==> src/rtl/big_core_pkg.sv <==
// big_core_pkg: shared types and address map for the big_core load/store unit.
`default_nettype none

package big_core_pkg;

  typedef enum logic [1:0] {
    FAULT_NONE     = 2'b00,
    FAULT_ILLEGAL  = 2'b01,
    FAULT_UNMAPPED = 2'b10,
    FAULT_TIMEOUT  = 2'b11
  } t_lsu_fault;

  typedef enum logic [2:0] {
    S_IDLE    = 3'd0,
    S_MEM_RD  = 3'd1,
    S_VGA_GNT = 3'd2,
    S_VGA_RD  = 3'd3,
    S_RSP     = 3'd4
  } t_lsu_state;

  // Load and store funct3 share encodings; BU/HU exist only for loads.
  typedef enum logic [2:0] {
    F3_B  = 3'b000,
    F3_H  = 3'b001,
    F3_W  = 3'b010,
    F3_BU = 3'b100,
    F3_HU = 3'b101
  } t_ls_funct3;

  typedef enum logic [1:0] {
    RGN_NONE = 2'd0,
    RGN_DMEM = 2'd1,
    RGN_CR   = 2'd2,
    RGN_VGA  = 2'd3
  } t_region;

  localparam logic [31:0] DMEM_FLOOR = 32'h0000_2000;
  localparam logic [31:0] DMEM_ROOF  = 32'h0000_3FFF;
  localparam logic [31:0] CR_FLOOR   = 32'h0000_4000;
  localparam logic [31:0] CR_ROOF    = 32'h0000_4FFF;
  localparam logic [31:0] VGA_FLOOR  = 32'h0000_5000;
  localparam logic [31:0] VGA_ROOF   = 32'h0001_15FF;

  function automatic t_region decode_region(input logic [31:0] addr);
    if (addr >= DMEM_FLOOR && addr <= DMEM_ROOF) return RGN_DMEM;
    if (addr >= CR_FLOOR && addr <= CR_ROOF) return RGN_CR;
    if (addr >= VGA_FLOOR && addr <= VGA_ROOF) return RGN_VGA;
    return RGN_NONE;
  endfunction

endpackage

`default_nettype wire

==> src/rtl/big_core_lsu_ext.sv <==
// big_core_lsu_ext: load lane select plus sign/zero extension (combinational).
`default_nettype none

module big_core_lsu_ext
  import big_core_pkg::*;
(
  input  logic [31:0] i_data,
  input  logic [1:0]  i_off,
  input  logic [2:0]  i_funct3,
  output logic [31:0] o_data
);

  logic [7:0]  w_byte;
  logic [15:0] w_half;

  always_comb begin
    w_byte = i_data[{i_off, 3'b000} +: 8];
    w_half = i_off[1] ? i_data[31:16] : i_data[15:0];
    case (i_funct3)
      F3_B:    o_data = {{24{w_byte[7]}}, w_byte};
      F3_BU:   o_data = {24'h0, w_byte};
      F3_H:    o_data = {{16{w_half[15]}}, w_half};
      F3_HU:   o_data = {16'h0, w_half};
      default: o_data = i_data;
    endcase
  end

endmodule

`default_nettype wire

==> src/rtl/big_core_lsu.sv <==
// big_core_lsu: load/store unit routing accesses to D_MEM, CR and VGA with
// legality checking, lane handling and a VGA grant/read-data timeout.
`default_nettype none

module big_core_lsu
  import big_core_pkg::*;
#(
  parameter int VGA_TIMEOUT = 64
) (
  input  logic        Clock,
  input  logic        Rst_N,
  input  logic        ReqValid,
  output logic        ReqReady,
  input  logic        ReqWrEn,
  input  logic [31:0] ReqAddr,
  input  logic [31:0] ReqWrData,
  input  logic [2:0]  ReqFunct3,
  output logic        RspValid,
  output logic [31:0] RspData,
  output logic [1:0]  RspFault,
  output logic        DMemReq,
  output logic        DMemWrEn,
  output logic [31:0] DMemAddr,
  output logic [3:0]  DMemByteEn,
  output logic [31:0] DMemWrData,
  input  logic [31:0] DMemRdData,
  output logic        CrReq,
  output logic        CrWrEn,
  output logic [31:0] CrAddr,
  output logic [31:0] CrWrData,
  input  logic [31:0] CrRdData,
  output logic        VgaReq,
  input  logic        VgaGnt,
  output logic        VgaWrEn,
  output logic [31:0] VgaAddr,
  output logic [3:0]  VgaByteEn,
  output logic [31:0] VgaWrData,
  input  logic        VgaRdValid,
  input  logic [31:0] VgaRdData
);

  localparam int CW = $clog2(VGA_TIMEOUT + 1);
  localparam logic [CW-1:0] CNT_LAST = CW'(VGA_TIMEOUT - 1);

  t_lsu_state  r_state;
  logic [CW-1:0] r_cnt;
  logic [1:0]  r_off;
  logic [2:0]  r_f3;
  logic        r_is_cr;
  logic        r_vga_wr;
  logic [31:0] r_vga_addr;
  logic [3:0]  r_vga_be;
  logic [31:0] r_vga_wdata;
  logic [31:0] r_rsp_data;
  t_lsu_fault  r_rsp_fault;

  t_region     w_region;
  logic [1:0]  w_off;
  logic        w_illegal;
  t_lsu_fault  w_fault;
  logic [3:0]  w_be;
  logic [31:0] w_wdata;
  logic        w_accept;
  logic        w_go;
  logic        w_dmem_go;
  logic        w_cr_go;
  logic        w_vga_req;
  logic [31:0] w_rd_data;
  logic [31:0] w_ext_data;

  always_comb begin
    w_region  = decode_region(ReqAddr);
    w_off     = ReqAddr[1:0];
    w_illegal = 1'b0;
    w_be      = 4'b0000;
    w_wdata   = ReqWrData;
    case (ReqFunct3)
      F3_B: begin
        w_be    = 4'b0001 << w_off;
        w_wdata = {4{ReqWrData[7:0]}};
      end
      F3_H: begin
        w_be      = 4'b0011 << w_off;
        w_wdata   = {2{ReqWrData[15:0]}};
        w_illegal = w_off[0];
      end
      F3_W: begin
        w_be      = 4'b1111;
        w_illegal = (w_off != 2'b00);
      end
      F3_BU: begin
        w_be      = 4'b0001 << w_off;
        w_illegal = ReqWrEn;
      end
      F3_HU: begin
        w_be      = 4'b0011 << w_off;
        w_illegal = ReqWrEn | w_off[0];
      end
      default: w_illegal = 1'b1;
    endcase
    // The control-register block only supports full-word accesses.
    if (w_region == RGN_CR && ReqFunct3 != F3_W) w_illegal = 1'b1;
    if (w_illegal)                  w_fault = FAULT_ILLEGAL;
    else if (w_region == RGN_NONE)  w_fault = FAULT_UNMAPPED;
    else                            w_fault = FAULT_NONE;
  end

  // Rst_N gates acceptance so no strobe escapes while reset is held.
  assign w_accept  = ReqValid & (r_state == S_IDLE) & Rst_N;
  assign w_go      = w_accept & (w_fault == FAULT_NONE);
  assign w_dmem_go = w_go & (w_region == RGN_DMEM);
  assign w_cr_go   = w_go & (w_region == RGN_CR);
  assign w_vga_req = (r_state == S_VGA_GNT);

  assign ReqReady   = (r_state == S_IDLE);
  assign RspValid   = (r_state == S_RSP);
  assign RspData    = r_rsp_data;
  assign RspFault   = r_rsp_fault;

  assign DMemReq    = w_dmem_go;
  assign DMemWrEn   = w_dmem_go & ReqWrEn;
  assign DMemAddr   = w_dmem_go ? ReqAddr : 32'h0;
  assign DMemByteEn = w_dmem_go ? w_be : 4'b0000;
  assign DMemWrData = (w_dmem_go & ReqWrEn) ? w_wdata : 32'h0;

  assign CrReq      = w_cr_go;
  assign CrWrEn     = w_cr_go & ReqWrEn;
  assign CrAddr     = w_cr_go ? ReqAddr : 32'h0;
  assign CrWrData   = (w_cr_go & ReqWrEn) ? ReqWrData : 32'h0;

  assign VgaReq     = w_vga_req;
  assign VgaWrEn    = w_vga_req & r_vga_wr;
  assign VgaAddr    = w_vga_req ? r_vga_addr : 32'h0;
  assign VgaByteEn  = w_vga_req ? r_vga_be : 4'b0000;
  assign VgaWrData  = (w_vga_req & r_vga_wr) ? r_vga_wdata : 32'h0;

  assign w_rd_data = (r_state == S_VGA_RD) ? VgaRdData : (r_is_cr ? CrRdData : DMemRdData);

  big_core_lsu_ext u_ext (
    .i_data   (w_rd_data),
    .i_off    (r_off),
    .i_funct3 (r_f3),
    .o_data   (w_ext_data)
  );

  always_ff @(posedge Clock or negedge Rst_N) begin
    if (!Rst_N) begin
      r_state     <= S_IDLE;
      r_cnt       <= '0;
      r_off       <= '0;
      r_f3        <= '0;
      r_is_cr     <= 1'b0;
      r_vga_wr    <= 1'b0;
      r_vga_addr  <= '0;
      r_vga_be    <= '0;
      r_vga_wdata <= '0;
      r_rsp_data  <= '0;
      r_rsp_fault <= FAULT_NONE;
    end else begin
      case (r_state)
        S_IDLE: begin
          if (w_accept) begin
            r_off       <= ReqAddr[1:0];
            r_f3        <= ReqFunct3;
            r_is_cr     <= (w_region == RGN_CR);
            r_rsp_data  <= '0;
            r_rsp_fault <= w_fault;
            if (w_fault != FAULT_NONE) begin
              r_state <= S_RSP;
            end else if (w_region == RGN_VGA) begin
              r_vga_wr    <= ReqWrEn;
              r_vga_addr  <= ReqAddr;
              r_vga_be    <= w_be;
              r_vga_wdata <= w_wdata;
              r_cnt       <= '0;
              r_state     <= S_VGA_GNT;
            end else if (ReqWrEn) begin
              r_state <= S_RSP;
            end else begin
              r_state <= S_MEM_RD;
            end
          end
        end
        S_MEM_RD: begin
          r_rsp_data <= w_ext_data;
          r_state    <= S_RSP;
        end
        S_VGA_GNT: begin
          r_cnt <= r_cnt + 1'b1;
          // Grant is checked first so a grant on the expiry cycle still wins.
          if (VgaGnt) begin
            r_state <= r_vga_wr ? S_RSP : S_VGA_RD;
          end else if (r_cnt == CNT_LAST) begin
            r_rsp_fault <= FAULT_TIMEOUT;
            r_state     <= S_RSP;
          end
        end
        S_VGA_RD: begin
          r_cnt <= r_cnt + 1'b1;
          if (VgaRdValid) begin
            r_rsp_data <= w_ext_data;
            r_state    <= S_RSP;
          end else if (r_cnt >= CNT_LAST) begin
            r_rsp_fault <= FAULT_TIMEOUT;
            r_state     <= S_RSP;
          end
        end
        S_RSP:   r_state <= S_IDLE;
        default: r_state <= S_IDLE;
      endcase
    end
  end

endmodule

`default_nettype wire

==> config.mk <==
export PLATFORM = sky130hd
export DESIGN_NAME = big_core_lsu
export DESIGN_NICKNAME = d
export VERILOG_FILES = /design/src/rtl/big_core_pkg.sv /design/src/rtl/big_core_lsu_ext.sv /design/src/rtl/big_core_lsu.sv
export SDC_FILE = /design/constraint.sdc
export NUM_CORES = 1
export LEC_CHECK = 0
export ABC_CLOCK_PERIOD_IN_PS = 6900
export CAP_MARGIN = 20
export CELL_PAD_IN_SITES_DETAIL_PLACEMENT = 1
export CELL_PAD_IN_SITES_GLOBAL_PLACEMENT = 1
export CORE_UTILIZATION = 31
export DETAILED_ROUTE_END_ITERATION = 16
export PLACE_DENSITY_LB_ADDON = 0.12
export SYNTH_ARGS = -nofsm -noshare
export SYNTH_HDL_FRONTEND = slang
export SYNTH_SLANG_ARGS = --single-unit
==> constraint.sdc <==
create_clock -name Clock -period 6.9 [get_ports Clock]
set_input_delay 1.38 -clock Clock [delete_from_list [all_inputs] [get_ports Clock]]
set_output_delay 1.38 -clock Clock [all_outputs]
set_load 0.005 [all_outputs]
==> impl_results.md, run 1 <==
- Share of cells above drive strength 1: 10.5%
- Pleak: 0.00543 uW
- I/O Buffers: 371
- Antenna violations before repair: 0
- Worst setup path startpoint: ReqAddr[31]
- Root Driver: clkbuf_16
- Worst-Skew Late Latency: between 0.4 and 0.5 ns
- WL/cell: 19.9 um
- Worst path slowest cell: nor4_4
- Async SR Flop Fraction: between 90% and 100%
- Fmax: approximately 170 MHz
- Drc violations: 0
- Total track usage: 23.7%
- P&R area growth vs syn: 55.7%
- Syn Inst Count: between 800 and 900
- Sequential area share after synthesis: between 30% and 40%
- Ys Warns: 0
- Fin crit period: 5.96 ns
- CP Launch Type: primary input
- Die Y: roughly 160 um
- Worst r2r src: r_state[0]$_DFFE_PN0P_
- Antenna-violating nets left: 0
- CP endpoint kind: output pin
- Skew final: around 0.011 ns
- Post-DP HPWL: ~23000 um
- Outcome: completed
- Total die area: between 20000 and 30000 sq um
- Vias per inst: ~5
- Place WS: just over 0.9 ns
- Final #Nets: between 1000 and 1500
- Initial Util: about a third
- Period utilization: a little under nine tenths
- CP arrival: roughly 4.6 ns
- TritonCTS Buffers: 17
- Hold Buf Count CTS: 0
- RSZ-0062 raised after global routing: false
- GRT overflow: 0
- Seq cells post-synth: between 100 and 150
- Synth Flop Type: dfrtp_1
- Num ports: between 400 and 500
- Core Area: about 25000 sq um
- Syn Area/Cell: approximately 9 sq um
- Largest stage delay on the critical path: roughly 0.78 ns
- Crit path kind: primary input to output pin
- Final Hold Fails: 0
- Worst Hold Launch: r_vga_addr[27]$_DFFE_PN0P_
- Finished Core Util: about half
- Clock Sinks: 119
- Vias in the first global route: 8178
- Tightest Pin Transition: ~1.1 ns
- Post-synth cell types: 55
- PostCTS Resize Cnt: 0
- Peak supply drop: 0.129 mV
- Buffer depth of the longest clock path: 2
- Critical-path cell list: clkdlybuf4s50_1, nor4_2, nand3_1, or2_1, nor4_4, nand2_2, nor2_1, clkdlybuf4s50_1
- Vias: between 7000 and 8000
- Largest net degree at the start of global routing: 73
- Setup tns final: 0 ns
- Required time worst endpoint: between 5 and 6 ns
- CP max FO: 17
- Setup WS post-layout: between 0.9 and 1 ns
- CTS tree: built
- Clk slew on worst S/H paths: 0.06 ns
- Worst path most repeated cell: clkdlybuf4s50_1
- Power per cell area: approximately 170 nW/um^2
- Maxcap violations: 0
- Slew margin rel.: around 27%
- GP Congestion: between 0.7 and 0.8
- First-pass GRT wire length: 47800 um
- Count of pins over their slew limit: 0
- Netlist area before placement: approximately 8000 sq um
- Total Wirelength: roughly 31000 um
- Initial DRC Count: around 310
- Total iterations of the first detailed-routing run: 4
- Row count: 58
- Min-Delay Path Class: register to register
- Die W: 162 um
- Final setup vio count: 0
- Post-synth EDFFs: 0
- Post-CTS Setup Bufs: 0
- Htree depth: 4
- Diodes inserted: 0
-- cell families (layout without fill, tap and decap cells) --
kind of cell / count (synthesis) / after routing / synth area share (%)
compound gates: 174 / 174 / 14.4
simple gates: 358 / 358 / 24.4
other cells: 1 / 39 / 0.0475
mux: 105 / 105 / 14.8
flops: 119 / 119 / 37.7
fa+ha+maj: 1 / 1 / 0.159
buf+inv: 120 / 430 / 8.42
-- layout by cell type (no fill, tap or decap), types with 2 or more instances in the layout --
cell type | Yosys | routed
nand2_1 | 50 | 50
mux2_2 | 31 | 31
and3_1 | 82 | 82
a31oi_1 | 3 | 3
nor4_4 | 2 | 2
a21oi_2 | 18 | 18
inv_6 | 0 | 7
dfrtp_1 | 119 | 118
clkdlybuf4s50_1 | 0 | 370
mux2_4 | 13 | 13
o21a_1 | 11 | 11
a21o_1 | 2 | 2
o22ai_1 | 2 | 2
conb_1 | 1 | 39
bufinv_16 | 0 | 3
clkinv_4 | 0 | 3
nor3_1 | 10 | 10
nand3_1 | 9 | 9
clkbuf_16 | 0 | 17
o21ai_0 | 41 | 41
o21ba_2 | 2 | 2
nor2b_1 | 7 | 7
a22oi_1 | 2 | 2
mux2i_1 | 60 | 60
o221ai_1 | 5 | 5
o211a_1 | 2 | 2
a21oi_1 | 61 | 61
inv_1 | 11 | 11
nor2_1 | 96 | 94
nand2b_1 | 3 | 3
a211o_1 | 7 | 7
or3_1 | 4 | 4
and2_1 | 78 | 78
nor4_2 | 3 | 3
o31ai_1 | 3 | 3
buf_4 | 39 | 16
nor4_1 | 3 | 3
nand3b_1 | 3 | 3
a22o_1 | 8 | 8
-- cells in the mapped netlist, types with 4 or more instances --
master / n / area share, %
o21a_1: 11 / 1.0
inv_1: 11 / 0.52
nand2_1: 50 / 2.4
clkbuf_1: 45 / 2.1
a22o_1: 8 / 0.89
nand3_1: 9 / 0.57
nor3_1: 10 / 0.63
a21oi_1: 61 / 3.9
buf_4: 39 / 3.7
a21oi_2: 18 / 2.0
or3_1: 4 / 0.32
nor2b_1: 7 / 0.56
o221ai_1: 5 / 0.56
dfrtp_1: 119 / 38
mux2_4: 13 / 2.5
mux2_2: 31 / 4.4
and2_1: 78 / 6.2
buf_2: 18 / 1.1
a211o_1: 7 / 0.78
nor2_1: 96 / 4.6
mux2i_1: 60 / 7.6
buf_6: 6 / 0.86
and3_1: 82 / 6.5
o21ai_0: 41 / 2.6
-- sequential cells by signal (all words and copies together), names as in the netlist --
name,count
RspData,32
RspFault,2
r_cnt,7
r_f3,3
r_is_cr,1
r_off,2
r_state,3
r_vga_addr,32
r_vga_be,4
r_vga_wdata,32
r_vga_wr,1
-- worst max-delay path: cells and delay by family --
kind,cells,cell delay (ns)
and+or+nand+nor,6,2.27
buffers and inverters,2,0.93
-- final cells by class --
type	instances	area, sq um
fillers	2881	12800
multi-input cells	677	4400
repair buffers	387	3830
flip-flops and latches	119	2980
clock buffers	17	425
well taps	330	413
clock inverters	15	190
inverters	11	41.3
-- power by group --
part           switching (uW)  internal, uW
clock                     372           577
combinational             172           168
sequential               39.3           717
total                     583          1460
-- routing by layer --
layer	track usage [%]	vias to the layer above	share of wire [%]
li1	-	3652	-
met1	28.7	3791	42
met2	41.2	256	50
met3	6.55	27	7.2
met4	6.48	0	1.1
met5	0	-	0
-- per-stage QoR --
stage	hold WS, ns	cells	total power, uW	area, sq um
global placement	0.461	1524	1100	11700
global route	0.498	1556	2140	12300
CTS	0.481	1556	2070	12300
finish	0.477	1556	2050	12300
floorplan	0.444	916	931	8030
detailed placement	0.462	1524	1110	11700
-- worst paths after layout --
path / endpoint / slack (ns) / cells past startpoint
max: DMemWrData[11] / 0.94 / 8
min: r_vga_addr[27]$_DFFE_PN0P_ / 0.48 / 1
max reg2reg: RspData[22]$_DFFE_PN0P_ / 3.94 / 7
min reg2reg: r_vga_addr[27]$_DFFE_PN0P_ / 0.48 / 1
max in group asynchronous: r_vga_be[1]$_DFFE_PN0P_ / 4.54 / 3
min in group asynchronous: RspData[17]$_DFFE_PN0P_ / 0.83 / 1
Note: power is estimated with default switching activity, not from simulation.
==> run 2: changes to the inputs <==
--- a/config.mk
+++ b/config.mk
@@ -11,6 +11,7 @@
 export CELL_PAD_IN_SITES_GLOBAL_PLACEMENT = 1
 export CORE_UTILIZATION = 31
 export DETAILED_ROUTE_END_ITERATION = 16
+export MAX_ROUTING_LAYER = met4
 export PLACE_DENSITY_LB_ADDON = 0.12
 export SYNTH_ARGS = -nofsm -noshare
 export SYNTH_HDL_FRONTEND = slang
==> impl_results.md, run 2 (same netlist as run 1, synthesis figures left out) <==
- Hold Buf Count CTS: 0
- Final setup vio count: 0
- Commonest non-fill, non-tap cell in the layout: clkdlybuf4s50_1
- Sequential cell area: around 3000 sq um
- Final #Nets: ~1400
- Hold slack: around 0.48 ns
- Period utilization: a little under nine tenths
- Htree depth: 4
- Placed Cells: about 1500
- Die Y: ~160 um
- Diodes inserted: 0
- Root Driver: clkbuf_16
- Peak supply drop: 0.129 mV
- Antenna violations before repair: 0
- Required time worst endpoint: ~5.5 ns
- Post-CTS Setup Bufs: 0
- Clk slew on worst S/H paths: approximately 0.060 ns
- I/O Buffers: approximately 370
- WL/cell: 19.8 um
- Row count: 58
- Num ports: 411
- Finished Core Util: roughly 49%
- Initial Util: between 30% and 40%
- Tightest Pin Transition: between 1 and 1.5 ns
- First-pass GRT wire length: approximately 48000 um
- Crit path kind: primary input to output pin
- Outcome: completed
- Fillers: 2881
- Die W: 162 um
- CP max FO: 17
- Worst-Skew Late Latency: 0.42 ns
- Total die area: around 26000 sq um
- GP Congestion: 0.774
- Min-Delay Path Class: register to register
- Power per cell area: 167 nW/um^2
- GRT overflow: 0
- CP Launch Type: primary input
- Final Hold Fails: 0
- Vias in the first global route: a little over 8000
- Largest net degree at the start of global routing: 73
- Slew margin rel.: 26.4%
- Total Wirelength: 30800 um
- Area of the multi-input gates: 4400 sq um
- Drc violations: 0
- Initial DRC Count: 371
- Maxcap violations: 0
- Setup WS post-layout: roughly 0.95 ns
- Finished Layout Cells: ~1600
- Buffer depth of the longest clock path: 2
- Total track usage: 24.5%
- Total iterations of the first detailed-routing run: 4
- Share of cells above drive strength 1: around a tenth
- CP endpoint kind: output pin
- Pleak: 0.00543 uW
- PostCTS Resize Cnt: 0
- TritonCTS Buffers: 17
- Antenna-violating nets left: 0
- Most frequent cells in the layout: clkdlybuf4s50_1, dfrtp_1, nor2_1
- Count of pins over their slew limit: 0
- Vias per inst: just under 5
- Skew final: 0.0110 ns
- CP arrival: 4.57 ns
- Setup tns final: 0 ns
- RSZ-0062 raised after global routing: false
- Clock Sinks: 119
- Core Area: approximately 25000 sq um
- Place WS: between 0.9 and 1 ns
- Fmax: about 170 MHz
- CTS tree: built
- Fin crit period: about 6.0 ns
- Vias: 7719
- P&R area growth vs syn: 55.7%
- Post-DP HPWL: around 23000 um
-- run 2: cell counts in the layout (fill, tap and decap cells not counted) --
Identical to the previous run, type by type.
-- run 2: critical path: stages --
cell,delay (ns)
clkdlybuf4s50_1,0.59
o41ai_2,0.52
nand2_1,0.25
nor4_4,0.71
nand2_2,0.37
nor2_1,0.22
clkdlybuf4s50_1,0.52
-- run 2: per-layer routing --
metal  vias up  routed length (um)  track usage [%]
li1       3652                   -                -
met1      3786               13100             29.1
met2       254               15400             41.3
met3        27                1970             5.70
met4         0                 384             6.56
met5         -                   0                -
-- run 2: layout make-up --
| type | instances | area share, % |
|---|---|---|
| clock buffer | 17 | 3.46 |
| clock inverter | 15 | 1.55 |
| inverter | 11 | 0.336 |
| multi-input combinational | 677 | 35.8 |
| sequential | 119 | 24.3 |
| tap | 330 | 3.36 |
| timing repair buffer | 387 | 31.2 |
-- run 2: where the power goes --
part           leakage [uW]  internal, uW  switching, uW
clock network      0.000300           577            373
logic               0.00349           168            172
registers           0.00164           717           39.4
total               0.00543          1460            584
-- run 2: worst paths after layout --
check                                                start                    endpoint  slack [ns]  depth (start not counted)
min in group asynchronous                            Rst_N     RspData[17]$_DFFE_PN0P_        0.83                          1
max in group asynchronous                            Rst_N   r_vga_addr[2]$_DFFE_PN0P_        4.53                          3
worst min-delay path            r_vga_addr[27]$_DFFE_PN0P_  r_vga_addr[27]$_DFFE_PN0P_        0.48                          1
worst min register to register  r_vga_addr[27]$_DFFE_PN0P_  r_vga_addr[27]$_DFFE_PN0P_        0.48                          1
worst max-delay path                            ReqAddr[0]              DMemWrData[11]        0.95                          7
worst max register to register      r_state[0]$_DFFE_PN0P_     RspData[22]$_DFFE_PN0P_        3.94                          7
-- run 2: metrics by stage --
stage | total power (uW) | cell area (sq um)
final | 2050 | 12300
after floorplan | 931 | 8030
after detailed placement | 1110 | 11700
after CTS | 2070 | 12300
after global placement | 1100 | 11700
after global routing | 2140 | 12300
